===== src/rtl/cpu_ext_loader_pkg.sv =====
// Shared types and constants for the external-port loader.
// Latency: n/a (types and constants only).
// Backpressure: n/a.
package cpu_ext_loader_pkg;

    typedef enum logic [2:0] {
        ST_IDLE      = 3'd0,
        ST_LOAD_I    = 3'd1,
        ST_LOAD_D    = 3'd2,
        ST_RUN       = 3'd3,
        ST_DUMP_RD   = 3'd4,
        ST_DUMP_WAIT = 3'd5,
        ST_DUMP_OUT  = 3'd6,
        ST_FIN       = 3'd7
    } state_e;

    // Byte distance between consecutive 32-bit words on the _ext buses.
    localparam int unsigned ADDR_STEP_DEF = 4;

    // Data-memory read data is valid this many cycles after ren_ext_2.
    localparam int unsigned RD_LAT = 1;

endpackage


===== src/rtl/cpu_ext_loader_if.sv =====
// Bundles the input word stream, the dump stream and both CPU external memory ports.
// Latency: n/a (wires only).
// Backpressure: s_valid/s_ready and m_valid/m_ready handshakes; memory ports have none.
//   master : the loader (drives s_ready, m_*, addr/wen/ren/wdata on both ports)
//   slave  : the environment (stream source/sink and the CPU memories)
interface cpu_ext_loader_if;
    logic        s_valid;
    logic [31:0] s_data;
    logic        s_ready;
    logic        m_valid;
    logic [31:0] m_data;
    logic        m_ready;
    logic [31:0] addr_ext;
    logic        wen_ext;
    logic        ren_ext;
    logic [31:0] wdata_ext;
    logic [31:0] addr_ext_2;
    logic        wen_ext_2;
    logic        ren_ext_2;
    logic [31:0] wdata_ext_2;
    logic [31:0] rdata_ext_2;

    modport master (
        input  s_valid, s_data, m_ready, rdata_ext_2,
        output s_ready, m_valid, m_data,
        output addr_ext, wen_ext, ren_ext, wdata_ext,
        output addr_ext_2, wen_ext_2, ren_ext_2, wdata_ext_2
    );

    modport slave (
        output s_valid, s_data, m_ready, rdata_ext_2,
        input  s_ready, m_valid, m_data,
        input  addr_ext, wen_ext, ren_ext, wdata_ext,
        input  addr_ext_2, wen_ext_2, ren_ext_2, wdata_ext_2
    );
endinterface


===== src/rtl/cpu_ext_loader_ext_word_writer.sv =====
// Stream-to-memory-port converter: each accepted word becomes a one-cycle write at the next word address.
// Latency: write appears on the port one cycle after the accept; reads one cycle after rd_i.
// Backpressure: none of its own; the caller decides when a word is accepted (acc_i).
//   load_i/words_i : latch word count, clear address and word counters
//   acc_i/data_i   : a word accepted this cycle; last_o flags the final one
//   rd_i/rd_addr_i : one-cycle read request sharing the same address register
//   addr_o/wen_o/ren_o/wdata_o : registered memory port
module ext_word_writer #(
    parameter int unsigned CNT_W     = 10,
    parameter int unsigned ADDR_STEP = 4
) (
    input  logic             clk,
    input  logic             arst_n,
    input  logic             load_i,
    input  logic [CNT_W-1:0] words_i,
    input  logic             acc_i,
    input  logic [31:0]      data_i,
    input  logic             rd_i,
    input  logic [31:0]      rd_addr_i,
    output logic             last_o,
    output logic [31:0]      addr_o,
    output logic             wen_o,
    output logic             ren_o,
    output logic [31:0]      wdata_o
);

    localparam logic [31:0] STEP = 32'(ADDR_STEP);

    // One extra bit so a full 2^CNT_W-1 count never wraps before it matches.
    logic [CNT_W:0]   cnt_q;
    logic [CNT_W-1:0] words_q;
    logic [31:0]      wptr_q;
    logic [31:0]      addr_q;
    logic [31:0]      wdata_q;
    logic             wen_q;
    logic             ren_q;

    assign last_o  = acc_i && ((cnt_q + 1'b1) == {1'b0, words_q});
    assign addr_o  = addr_q;
    assign wen_o   = wen_q;
    assign ren_o   = ren_q;
    assign wdata_o = wdata_q;

    always_ff @(posedge clk or negedge arst_n) begin
        if (!arst_n) begin
            cnt_q   <= '0;
            words_q <= '0;
            wptr_q  <= '0;
            addr_q  <= '0;
            wdata_q <= '0;
            wen_q   <= 1'b0;
            ren_q   <= 1'b0;
        end else begin
            wen_q <= acc_i;
            ren_q <= rd_i;
            if (load_i) begin
                words_q <= words_i;
                cnt_q   <= '0;
                wptr_q  <= '0;
            end else if (acc_i) begin
                cnt_q   <= cnt_q + 1'b1;
                wptr_q  <= wptr_q + STEP;
                addr_q  <= wptr_q;
                wdata_q <= data_i;
            end
            if (rd_i) begin
                addr_q <= rd_addr_i;
            end
        end
    end

endmodule


===== src/rtl/cpu_ext_loader.sv =====
// Host-side loader: fills imem and dmem from a word stream, runs the CPU for N cycles, streams a dmem region out.
// Latency: writes land one cycle after each accept; each dump word takes RD + RD_LAT wait cycles before m_valid.
// Backpressure: s_ready only in the load phases (stalls while s_valid low); dump word held until m_ready.
//   clk/arst_n              : clock, asynchronous active-low reset
//   start + command fields  : sampled only in IDLE
//   bus (master)            : input stream, dump stream, imem (_ext) and dmem (_ext_2) ports
//   cpu_enable/busy/done    : CPU run gate and status
module cpu_ext_loader
    import cpu_ext_loader_pkg::*;
#(
    parameter int unsigned ADDR_STEP = ADDR_STEP_DEF,
    parameter int unsigned CNT_W     = 10,
    parameter int unsigned RUN_W     = 16
) (
    input  logic             clk,
    input  logic             arst_n,
    input  logic             start,
    input  logic [CNT_W-1:0] imem_words,
    input  logic [CNT_W-1:0] dmem_words,
    input  logic [RUN_W-1:0] run_cycles,
    input  logic [31:0]      dump_base,
    input  logic [CNT_W-1:0] dump_words,
    cpu_ext_loader_if.master bus,
    output logic             cpu_enable,
    output logic             busy,
    output logic             done
);

    localparam logic [31:0] STEP      = 32'(ADDR_STEP);
    localparam logic [3:0]  WAIT_INIT = 4'(RD_LAT - 1);

    state_e           state_q;
    logic             s_ready_q;
    logic             m_valid_q;
    logic [31:0]      m_data_q;
    logic             cpu_enable_q;
    logic             busy_q;
    logic             done_q;
    logic [RUN_W-1:0] run_cnt_q;
    logic [CNT_W-1:0] dmem_words_q;
    logic [CNT_W-1:0] dump_words_q;
    logic [31:0]      dump_addr_q;
    logic [CNT_W:0]   dump_cnt_q;
    logic [3:0]       wait_cnt_q;

    logic        load_cmd;
    logic        acc_i;
    logic        acc_d;
    logic        last_i;
    logic        last_d;
    logic        dump_last;
    logic        rd_go;
    logic [31:0] rd_addr_d;

    assign load_cmd  = (state_q == ST_IDLE) && start;
    assign acc_i     = (state_q == ST_LOAD_I) && s_ready_q && bus.s_valid;
    assign acc_d     = (state_q == ST_LOAD_D) && s_ready_q && bus.s_valid;
    assign dump_last = (dump_cnt_q + 1'b1) == {1'b0, dump_words_q};

    // The read request is issued on the edge that enters DUMP_RD, so ren_ext_2
    // and its address are registered outputs during the RD cycle itself.
    assign rd_go = ((state_q == ST_RUN) && (run_cnt_q == '0) && (dump_words_q != '0)) ||
                   ((state_q == ST_DUMP_OUT) && bus.m_ready && !dump_last);
    assign rd_addr_d = (state_q == ST_DUMP_OUT) ? dump_addr_q + STEP : dump_addr_q;

    ext_word_writer #(.CNT_W(CNT_W), .ADDR_STEP(ADDR_STEP)) u_imem_wr (
        .clk       (clk),
        .arst_n    (arst_n),
        .load_i    (load_cmd),
        .words_i   (imem_words),
        .acc_i     (acc_i),
        .data_i    (bus.s_data),
        .rd_i      (1'b0),
        .rd_addr_i (32'h0),
        .last_o    (last_i),
        .addr_o    (bus.addr_ext),
        .wen_o     (bus.wen_ext),
        .ren_o     (bus.ren_ext),
        .wdata_o   (bus.wdata_ext)
    );

    ext_word_writer #(.CNT_W(CNT_W), .ADDR_STEP(ADDR_STEP)) u_dmem_wr (
        .clk       (clk),
        .arst_n    (arst_n),
        .load_i    (load_cmd),
        .words_i   (dmem_words),
        .acc_i     (acc_d),
        .data_i    (bus.s_data),
        .rd_i      (rd_go),
        .rd_addr_i (rd_addr_d),
        .last_o    (last_d),
        .addr_o    (bus.addr_ext_2),
        .wen_o     (bus.wen_ext_2),
        .ren_o     (bus.ren_ext_2),
        .wdata_o   (bus.wdata_ext_2)
    );

    assign bus.s_ready = s_ready_q;
    assign bus.m_valid = m_valid_q;
    assign bus.m_data  = m_data_q;
    assign cpu_enable  = cpu_enable_q;
    assign busy        = busy_q;
    assign done        = done_q;

    // RUN spends its first cycle with enable low so the final load write
    // (issued the cycle after the last accept) never coincides with enable.
    always_ff @(posedge clk or negedge arst_n) begin
        if (!arst_n) begin
            state_q      <= ST_IDLE;
            s_ready_q    <= 1'b0;
            m_valid_q    <= 1'b0;
            m_data_q     <= '0;
            cpu_enable_q <= 1'b0;
            busy_q       <= 1'b0;
            done_q       <= 1'b0;
            run_cnt_q    <= '0;
            dmem_words_q <= '0;
            dump_words_q <= '0;
            dump_addr_q  <= '0;
            dump_cnt_q   <= '0;
            wait_cnt_q   <= '0;
        end else begin
            case (state_q)
                ST_IDLE: begin
                    done_q <= 1'b0;
                    if (start) begin
                        dmem_words_q <= dmem_words;
                        dump_words_q <= dump_words;
                        run_cnt_q    <= run_cycles;
                        dump_addr_q  <= dump_base;
                        dump_cnt_q   <= '0;
                        busy_q       <= 1'b1;
                        if (imem_words != '0) begin
                            state_q   <= ST_LOAD_I;
                            s_ready_q <= 1'b1;
                        end else if (dmem_words != '0) begin
                            state_q   <= ST_LOAD_D;
                            s_ready_q <= 1'b1;
                        end else begin
                            state_q <= ST_RUN;
                        end
                    end
                end
                ST_LOAD_I: begin
                    if (last_i) begin
                        if (dmem_words_q != '0) begin
                            state_q <= ST_LOAD_D;
                        end else begin
                            state_q   <= ST_RUN;
                            s_ready_q <= 1'b0;
                        end
                    end
                end
                ST_LOAD_D: begin
                    if (last_d) begin
                        state_q   <= ST_RUN;
                        s_ready_q <= 1'b0;
                    end
                end
                ST_RUN: begin
                    if (run_cnt_q == '0) begin
                        cpu_enable_q <= 1'b0;
                        if (dump_words_q != '0) begin
                            state_q <= ST_DUMP_RD;
                        end else begin
                            state_q <= ST_FIN;
                            done_q  <= 1'b1;
                        end
                    end else begin
                        cpu_enable_q <= 1'b1;
                        run_cnt_q    <= run_cnt_q - 1'b1;
                    end
                end
                ST_DUMP_RD: begin
                    state_q    <= ST_DUMP_WAIT;
                    wait_cnt_q <= WAIT_INIT;
                end
                ST_DUMP_WAIT: begin
                    if (wait_cnt_q == '0) begin
                        m_data_q  <= bus.rdata_ext_2;
                        m_valid_q <= 1'b1;
                        state_q   <= ST_DUMP_OUT;
                    end else begin
                        wait_cnt_q <= wait_cnt_q - 1'b1;
                    end
                end
                ST_DUMP_OUT: begin
                    if (bus.m_ready) begin
                        m_valid_q   <= 1'b0;
                        dump_cnt_q  <= dump_cnt_q + 1'b1;
                        dump_addr_q <= dump_addr_q + STEP;
                        if (dump_last) begin
                            state_q <= ST_FIN;
                            done_q  <= 1'b1;
                        end else begin
                            state_q <= ST_DUMP_RD;
                        end
                    end
                end
                ST_FIN: begin
                    done_q  <= 1'b0;
                    busy_q  <= 1'b0;
                    state_q <= ST_IDLE;
                end
                default: state_q <= ST_IDLE;
            endcase
        end
    end

endmodule

===== src/flat_wrapper.sv =====
// flat-port wrapper written by rule: the top's interface ports become plain ports
module cpu_ext_loader_flat import cpu_ext_loader_pkg::*;
#(
    parameter int unsigned ADDR_STEP = ADDR_STEP_DEF,
    parameter int unsigned CNT_W     = 10,
    parameter int unsigned RUN_W     = 16
)
  (clk, arst_n, start, imem_words, dmem_words, run_cycles, dump_base, dump_words, cpu_enable, busy, done, bus_s_valid, bus_s_data, bus_m_ready, bus_rdata_ext_2, bus_s_ready, bus_m_valid, bus_m_data, bus_addr_ext, bus_wen_ext, bus_ren_ext, bus_wdata_ext, bus_addr_ext_2, bus_wen_ext_2, bus_ren_ext_2, bus_wdata_ext_2);
  cpu_ext_loader_if bus_i ();
  input  logic clk;
  input  logic arst_n;
  input  logic start;
  input  logic [CNT_W-1:0] imem_words;
  input  logic [CNT_W-1:0] dmem_words;
  input  logic [RUN_W-1:0] run_cycles;
  input  logic [31:0] dump_base;
  input  logic [CNT_W-1:0] dump_words;
  output logic cpu_enable;
  output logic busy;
  output logic done;
  input wire logic [$bits(bus_i.s_valid)-1:0] bus_s_valid;
  input wire logic [$bits(bus_i.s_data)-1:0] bus_s_data;
  input wire logic [$bits(bus_i.m_ready)-1:0] bus_m_ready;
  input wire logic [$bits(bus_i.rdata_ext_2)-1:0] bus_rdata_ext_2;
  output wire logic [$bits(bus_i.s_ready)-1:0] bus_s_ready;
  output wire logic [$bits(bus_i.m_valid)-1:0] bus_m_valid;
  output wire logic [$bits(bus_i.m_data)-1:0] bus_m_data;
  output wire logic [$bits(bus_i.addr_ext)-1:0] bus_addr_ext;
  output wire logic [$bits(bus_i.wen_ext)-1:0] bus_wen_ext;
  output wire logic [$bits(bus_i.ren_ext)-1:0] bus_ren_ext;
  output wire logic [$bits(bus_i.wdata_ext)-1:0] bus_wdata_ext;
  output wire logic [$bits(bus_i.addr_ext_2)-1:0] bus_addr_ext_2;
  output wire logic [$bits(bus_i.wen_ext_2)-1:0] bus_wen_ext_2;
  output wire logic [$bits(bus_i.ren_ext_2)-1:0] bus_ren_ext_2;
  output wire logic [$bits(bus_i.wdata_ext_2)-1:0] bus_wdata_ext_2;
  assign bus_i.s_valid = bus_s_valid;
  assign bus_i.s_data = bus_s_data;
  assign bus_i.m_ready = bus_m_ready;
  assign bus_i.rdata_ext_2 = bus_rdata_ext_2;
  assign bus_s_ready = bus_i.s_ready;
  assign bus_m_valid = bus_i.m_valid;
  assign bus_m_data = bus_i.m_data;
  assign bus_addr_ext = bus_i.addr_ext;
  assign bus_wen_ext = bus_i.wen_ext;
  assign bus_ren_ext = bus_i.ren_ext;
  assign bus_wdata_ext = bus_i.wdata_ext;
  assign bus_addr_ext_2 = bus_i.addr_ext_2;
  assign bus_wen_ext_2 = bus_i.wen_ext_2;
  assign bus_ren_ext_2 = bus_i.ren_ext_2;
  assign bus_wdata_ext_2 = bus_i.wdata_ext_2;
  cpu_ext_loader #(.ADDR_STEP(ADDR_STEP), .CNT_W(CNT_W), .RUN_W(RUN_W)) u_core (.clk(clk), .arst_n(arst_n), .start(start), .imem_words(imem_words), .dmem_words(dmem_words), .run_cycles(run_cycles), .dump_base(dump_base), .dump_words(dump_words), .bus(bus_i), .cpu_enable(cpu_enable), .busy(busy), .done(done));
endmodule

===== config.mk =====
export PLATFORM = sky130hd
export DESIGN_NAME = cpu_ext_loader_flat
export DESIGN_NICKNAME = d
export VERILOG_FILES = /design/src/rtl/cpu_ext_loader_pkg.sv /design/src/rtl/cpu_ext_loader_if.sv /design/src/rtl/cpu_ext_loader_ext_word_writer.sv /design/src/rtl/cpu_ext_loader.sv /design/src/flat_wrapper.sv
export SDC_FILE = /design/constraint.sdc
export NUM_CORES = 1
export LEC_CHECK = 0
export CELL_PAD_IN_SITES_DETAIL_PLACEMENT = 1
export CELL_PAD_IN_SITES_GLOBAL_PLACEMENT = 1
export CORE_MARGIN = 4
export CORE_UTILIZATION = 44
export DETAILED_ROUTE_END_ITERATION = 6
export PLACE_DENSITY = 0.89
export REMOVE_ABC_BUFFERS = 1
export SLEW_MARGIN = 25
export SYNTH_ARGS = -nofsm -noshare
export SYNTH_HDL_FRONTEND = slang
export SYNTH_HIERARCHICAL = 1
export SYNTH_SLANG_ARGS = --single-unit

===== constraint.sdc =====
create_clock -name clk -period 4.8 [get_ports clk]
set_input_delay 1.44 -clock clk [delete_from_list [all_inputs] [get_ports clk]]
set_output_delay 1.44 -clock clk [all_outputs]
set_load 0.1 [all_outputs]

Yosys cells after proc, flatten, opt, wreduce, memory -nomap -nowiden --
Index checks and enable logic that the tools add are counted.
Word-level totals: input port bits 147, register bits 360, output and inout bits 169
Operators by class: equality and inequality tests 23, multiplexer cells 53, reductions and logical operators 44, $add $sub $neg 8, bitwise logic cells 1
Operators by type and width (count):
- $mux 32 | 10
- $add 32x3->32 const B | 3
- $mux 11 | 6
- $pmux 32 s2 | 1
- $reduce_bool 10->1 | 4
- $add 11x1->11 const B | 3
- $eq 11x10->1 | 3
- $mux 16 | 2
- $pmux 16 s2 | 1
- $pmux 3 s8 | 1
- $pmux 11 s2 | 1
- $mux 3 | 7
- $logic_not 16->1 | 1
- $mux 1 | 16
- $ne 2x2->1 const B | 8
- $reduce_bool 2->1 | 8
- $sub 16x1->16 const B | 1
- $reduce_and 2->1 | 7
- $eq 3x3->1 const B | 4
- $reduce_and 6->1 | 2
- $logic_and 1x1->1 | 11
- $reduce_and 3->1 | 3
- $ne 2x1->1 const B | 4
- $pmux 4 s2 | 1
- other kinds (16) | 21

Depth between registers and ports, before layout --
word-level depth 7, gate-level depth with buffers 15

By module --
Netlist, hierarchy kept.
By module, submodules not included:
- cpu_ext_loader | instances 1, area each 7164.4 um^2, cells each 818
- ext_word_writer at u_core.u_dmem_wr | instances 1, area each 5411.4 um^2, cells each 558
- ext_word_writer at u_core.u_imem_wr | instances 1, area each 5398.9 um^2, cells each 556

Worst setup path after synthesis --
No wires, ideal clock.
path kind input to register, from in start, to reg u_core.u_imem_wr.wdata_q[21], in the netlist u_core/u_imem_wr/wdata_o[21], data required time 4732 ps, stages 11, arrival time 3543 ps, library setup time 68 ps, path slack 1189 ps, path through nand2_1 -> inv_1 -> buf_2 -> clkbuf_1 -> clkbuf_1 -> nand2b_1 -> buf_2 -> clkbuf_1 -> clkbuf_1 -> nand2_1 -> nand2_1
Between the ends: longest elaborated chain between the ends 3
RTL lines:
- start, declared | line flat_wrapper.sv:12 | input logic start;
- $logic_and 1x1->1 | line cpu_ext_loader.sv:55 | assign load_cmd = (state_q == ST_IDLE) && start;
- named net u_core.load_cmd | line cpu_ext_loader.sv:46 | logic load_cmd;
- $not 1->1 (no source line)
- $reduce_and 2->1 (no source line)
- end signal, assigned | line cpu_ext_loader_ext_word_writer.sv:64 | wdata_q <= data_i;
- end, declared | line cpu_ext_loader_ext_word_writer.sv:34 | logic [31:0] wdata_q;
The timed path passes the listed nets, and every way through them passes these cells. A chain may end at the register's enable or synchronous reset.

Worst setup path in the final report --
from reg u_core.done_q, in the netlist u_core/done, to out done
RTL lines:
- start, declared | line cpu_ext_loader.sv:38 | logic done_q;
- start signal, assigned | line cpu_ext_loader.sv:115 | done_q <= 1'b0;
- start signal, assigned | line cpu_ext_loader.sv:125 | done_q <= 1'b0;
- start signal, assigned | line cpu_ext_loader.sv:167 | done_q <= 1'b1;
- end, declared | line flat_wrapper.sv:20 | output logic done;
No word-level cell between the ends.

==> impl_metrics.tcl <==
set metrics [dict create \
    yosys.area.top_type "dfrtp_1" \
    fin_worst_skew_ns 0.02888 \
    synth_warnings 6 \
    place_inst 2711 \
    dieArea_sq_um 44150 \
    initial_core_util_pct 44.83 \
    endpoint_kind "primary output" \
    synth.distinct_cells 87 \
    synth_edf_count 0 \
    synthFlopType "dfrtp_1" \
    hpwlAfterDp_microns 41420 \
    final_core_util_pct 57.49 \
    critPathKind "reg2out" \
    drv_cap 0 \
    portBuffers 315 \
    layout-drive-gt1-share_pct 8.278 \
    hold_path.class "reg2reg" \
    crit_buf_inv 1 \
    finalCritPeriodShare_pct 75.34 \
    rsz0062_at_grt "false" \
    drtIter0Drc 1151 \
    ys_seq_elements 357 \
    antenna_found_initial 1 \
    cts.reportedPaths.clkPinSlew_ns 0.05 \
    clock_path_buffers 3 \
    run_status "finished, final reports clean" \
    h-tree-depth 2 \
    crit_path_max_fanout 5 \
    tightest_slew_ns 1.111 \
    synthCells 1932 \
    coreArea_sq_um 40100 \
    grt_start_max_net_pins 93 \
    critical_path_required_ns 3.36 \
    p_per_area_nw_per_um2 584.2 \
    finalHoldViolations 0 \
    area_growth_pct 28.25 \
    synth_common_cells "411 x nand2_1, 357 x dfrtp_1, 182 x nor2_1" \
    p_leak_nw 10.21 \
    netlist_area_sq_um 17970 \
    postCtsSetupBuffers 0 \
    max_freq_mhz 276.5 \
    overflow 0 \
    hold_slack_ns 0.4705 \
    crit_arrival_ns 2.18 \
    finalNonFillerCells 2785 \
    synth_top_area_share_pct 49.70 \
    clk_latency_ns 0.56 \
    finalSetupViolCount 0 \
    synthTopCellsByArea "dfrtp_1 50%, nand2_1 8.6%, mux2i_1 4.6%" \
    place_congestion 0.8583 \
    die_x_microns 210.1 \
    grt_pass1_wl_microns 95250 \
    grt.total_usage_pct 26.38 \
    syn_area_per_cell_sq_um 9.304 \
    async_reset_ff_share_pct 100.0 \
    cts_tree "yes" \
    cts_buffers 42 \
    firstDrtPassIters 5 \
    ant_nets 0 \
    drc 0 \
    postCtsHoldBufs 0 \
    drt-vias-per-instance 5.696 \
    pre_cts_ws_ns 0.7426 \
    worstPathCellList "clkdlybuf4s50_1" \
    critPathTopFamily "buffers and inverters" \
    cp_slowest_stage_delay_ns 1.22 \
    routed_wl_microns 60160 \
    fin_tns_setup_ns 0 \
    final_nets 2386 \
    place_area_sq_um 21670 \
    slowest_stage "clkdlybuf4s50_1" \
    fin_area_sq_um 23050 \
    routedWlPerCell_microns 21.60 \
    cp-start-kind "flip-flop" \
    relSlewSlack_pct 25.73 \
    cts_root_buf "clkbuf_16" \
    cts_resized 0 \
    layout_min_cycle_time_ns 3.616 \
    num_vias 15864 \
    die_height_microns 210.1 \
    ys_seq_area_share_pct 49.70 \
    worst_ir_drop_vdd_mv 0.3920 \
    slew_violations 0 \
    io_pins 316 \
    core.rowCount 73 \
    fin_ws_ns 1.184 \
    total_power_mw 13.47 \
    yosys.cell_count.top_type "nand2_1" \
    cts_sinks 357 \
    grt_pass1_vias 17002 \
]
path summary, 6_finish.rpt:
check                           slack [ns]                                      end                             startpoint  cells past startpoint
worst max-delay path                  1.18                                     done                u_core/done$_DFFE_PN0P_                      1
worst min-delay path                  0.47         u_core/wait_cnt_q[0]$_DFFE_PN0P_       u_core/wait_cnt_q[0]$_DFFE_PN0P_                      1
worst max register to register        1.47            u_core/state_q[0]$_DFFE_PN0P_  u_core/u_dmem_wr/cnt_q[0]$_DFFE_PN0N_                     11
worst min register to register        0.47         u_core/wait_cnt_q[0]$_DFFE_PN0P_       u_core/wait_cnt_q[0]$_DFFE_PN0P_                      1
max in group asynchronous             2.96  u_core/u_imem_wr/wptr_q[14]$_DFFE_PN0N_                                 arst_n                      2
min in group asynchronous             0.84  u_core/u_imem_wr/wdata_o[4]$_DFFE_PN0P_                                 arst_n                      1
flip-flops by register name, indices dropped and copies added, names as in the netlist, 3 cells and up:
register and count:
u_core/u_dmem_wr/cnt_q 11, u_core/u_imem_wr/cnt_q 11, u_core/dump_cnt_q 11, u_core/dump_words_q 10, u_core/u_dmem_wr/wdata_o 32, u_core/wait_cnt_q 4, u_core/u_imem_wr/words_q 10, u_core/u_imem_wr/wdata_o 32
u_core/u_dmem_wr/wptr_q 30, u_core/u_imem_wr/addr_o 32, u_core/dump_addr_q 32, u_core/u_dmem_wr/words_q 10, u_core/state_q 3, u_core/bus.m_data 32, u_core/u_imem_wr/wptr_q 30, u_core/dmem_words_q 10
u_core/run_cnt_q 16, u_core/u_dmem_wr/addr_o 32
layer usage:
layer  up-vias  routed length [microns]  track usage [%]
li1       7196                        -                -
met1      8133                    24450            33.49
met2       422                    30950            46.59
met3       113                     2788            3.453
met4         0                     1963            9.113
met5         -                        0                0
final cells by class:
cell class              instances  area (sq um)
diodes                          1         2.502
clock buffers                  62          1257
clock inverters                10         103.9
fillers                      4469         17050
inverters                      28         107.6
multi-input cells            1461          8562
flip-flops and latches        357          8934
well taps                     525         656.9
repair buffers                341          3428
logic make-up (layout without fill, tap and decap cells):
group                      after synthesis  after routing  share of synthesized area (%)
AOI/OAI and AO/OA                      288            288                          9.523
xor gates and xnor gates               129            129                          6.286
adders and majority gates                8              8                         0.5569
buffers and inverters                  147            441                          3.613
DFF                                    357            357                          49.70
muxes                                  137            137                          8.026
other                                    1             35                        0.02086
and+or+nand+nor                        865            865                          22.28
cell usage in the layout, fill, tap and decap left out, drive strengths merged, types with 4 or more instances in the layout:
cell type	netlist	layout
clkdlybuf4s50	0	314
nor2b	7	7
xnor2	65	65
nand4	39	39
o21ai	138	138
nand2	412	412
dfrtp	357	357
nor2	183	183
o31ai	6	6
a211oi	4	4
a21oi	61	61
o22a	5	5
or2	6	6
o221ai	4	4
o21a	6	6
xor2	64	64
nor4	34	34
a31oi	8	8
or3	15	15
o211ai	4	4
a22oi	5	5
clkbuf	72	62
clkinv	0	7
nand2b	8	8
nor3b	5	5
or4	8	8
mux2	54	54
conb	1	34
o22ai	16	16
mux2i	83	83
buf	47	27
inv	28	29
and2	5	5
and4	10	10
nor3	48	48
ha	8	8
nand3	58	58
and3	16	16
power breakdown:
part	total [mW]	switching [mW]	internal (mW)
combinational	5.74	4.12	1.62
clock	3.18	1.27	1.91
sequential	4.54	0.796	3.74
Note: power is estimated with default switching activity, not from simulation.
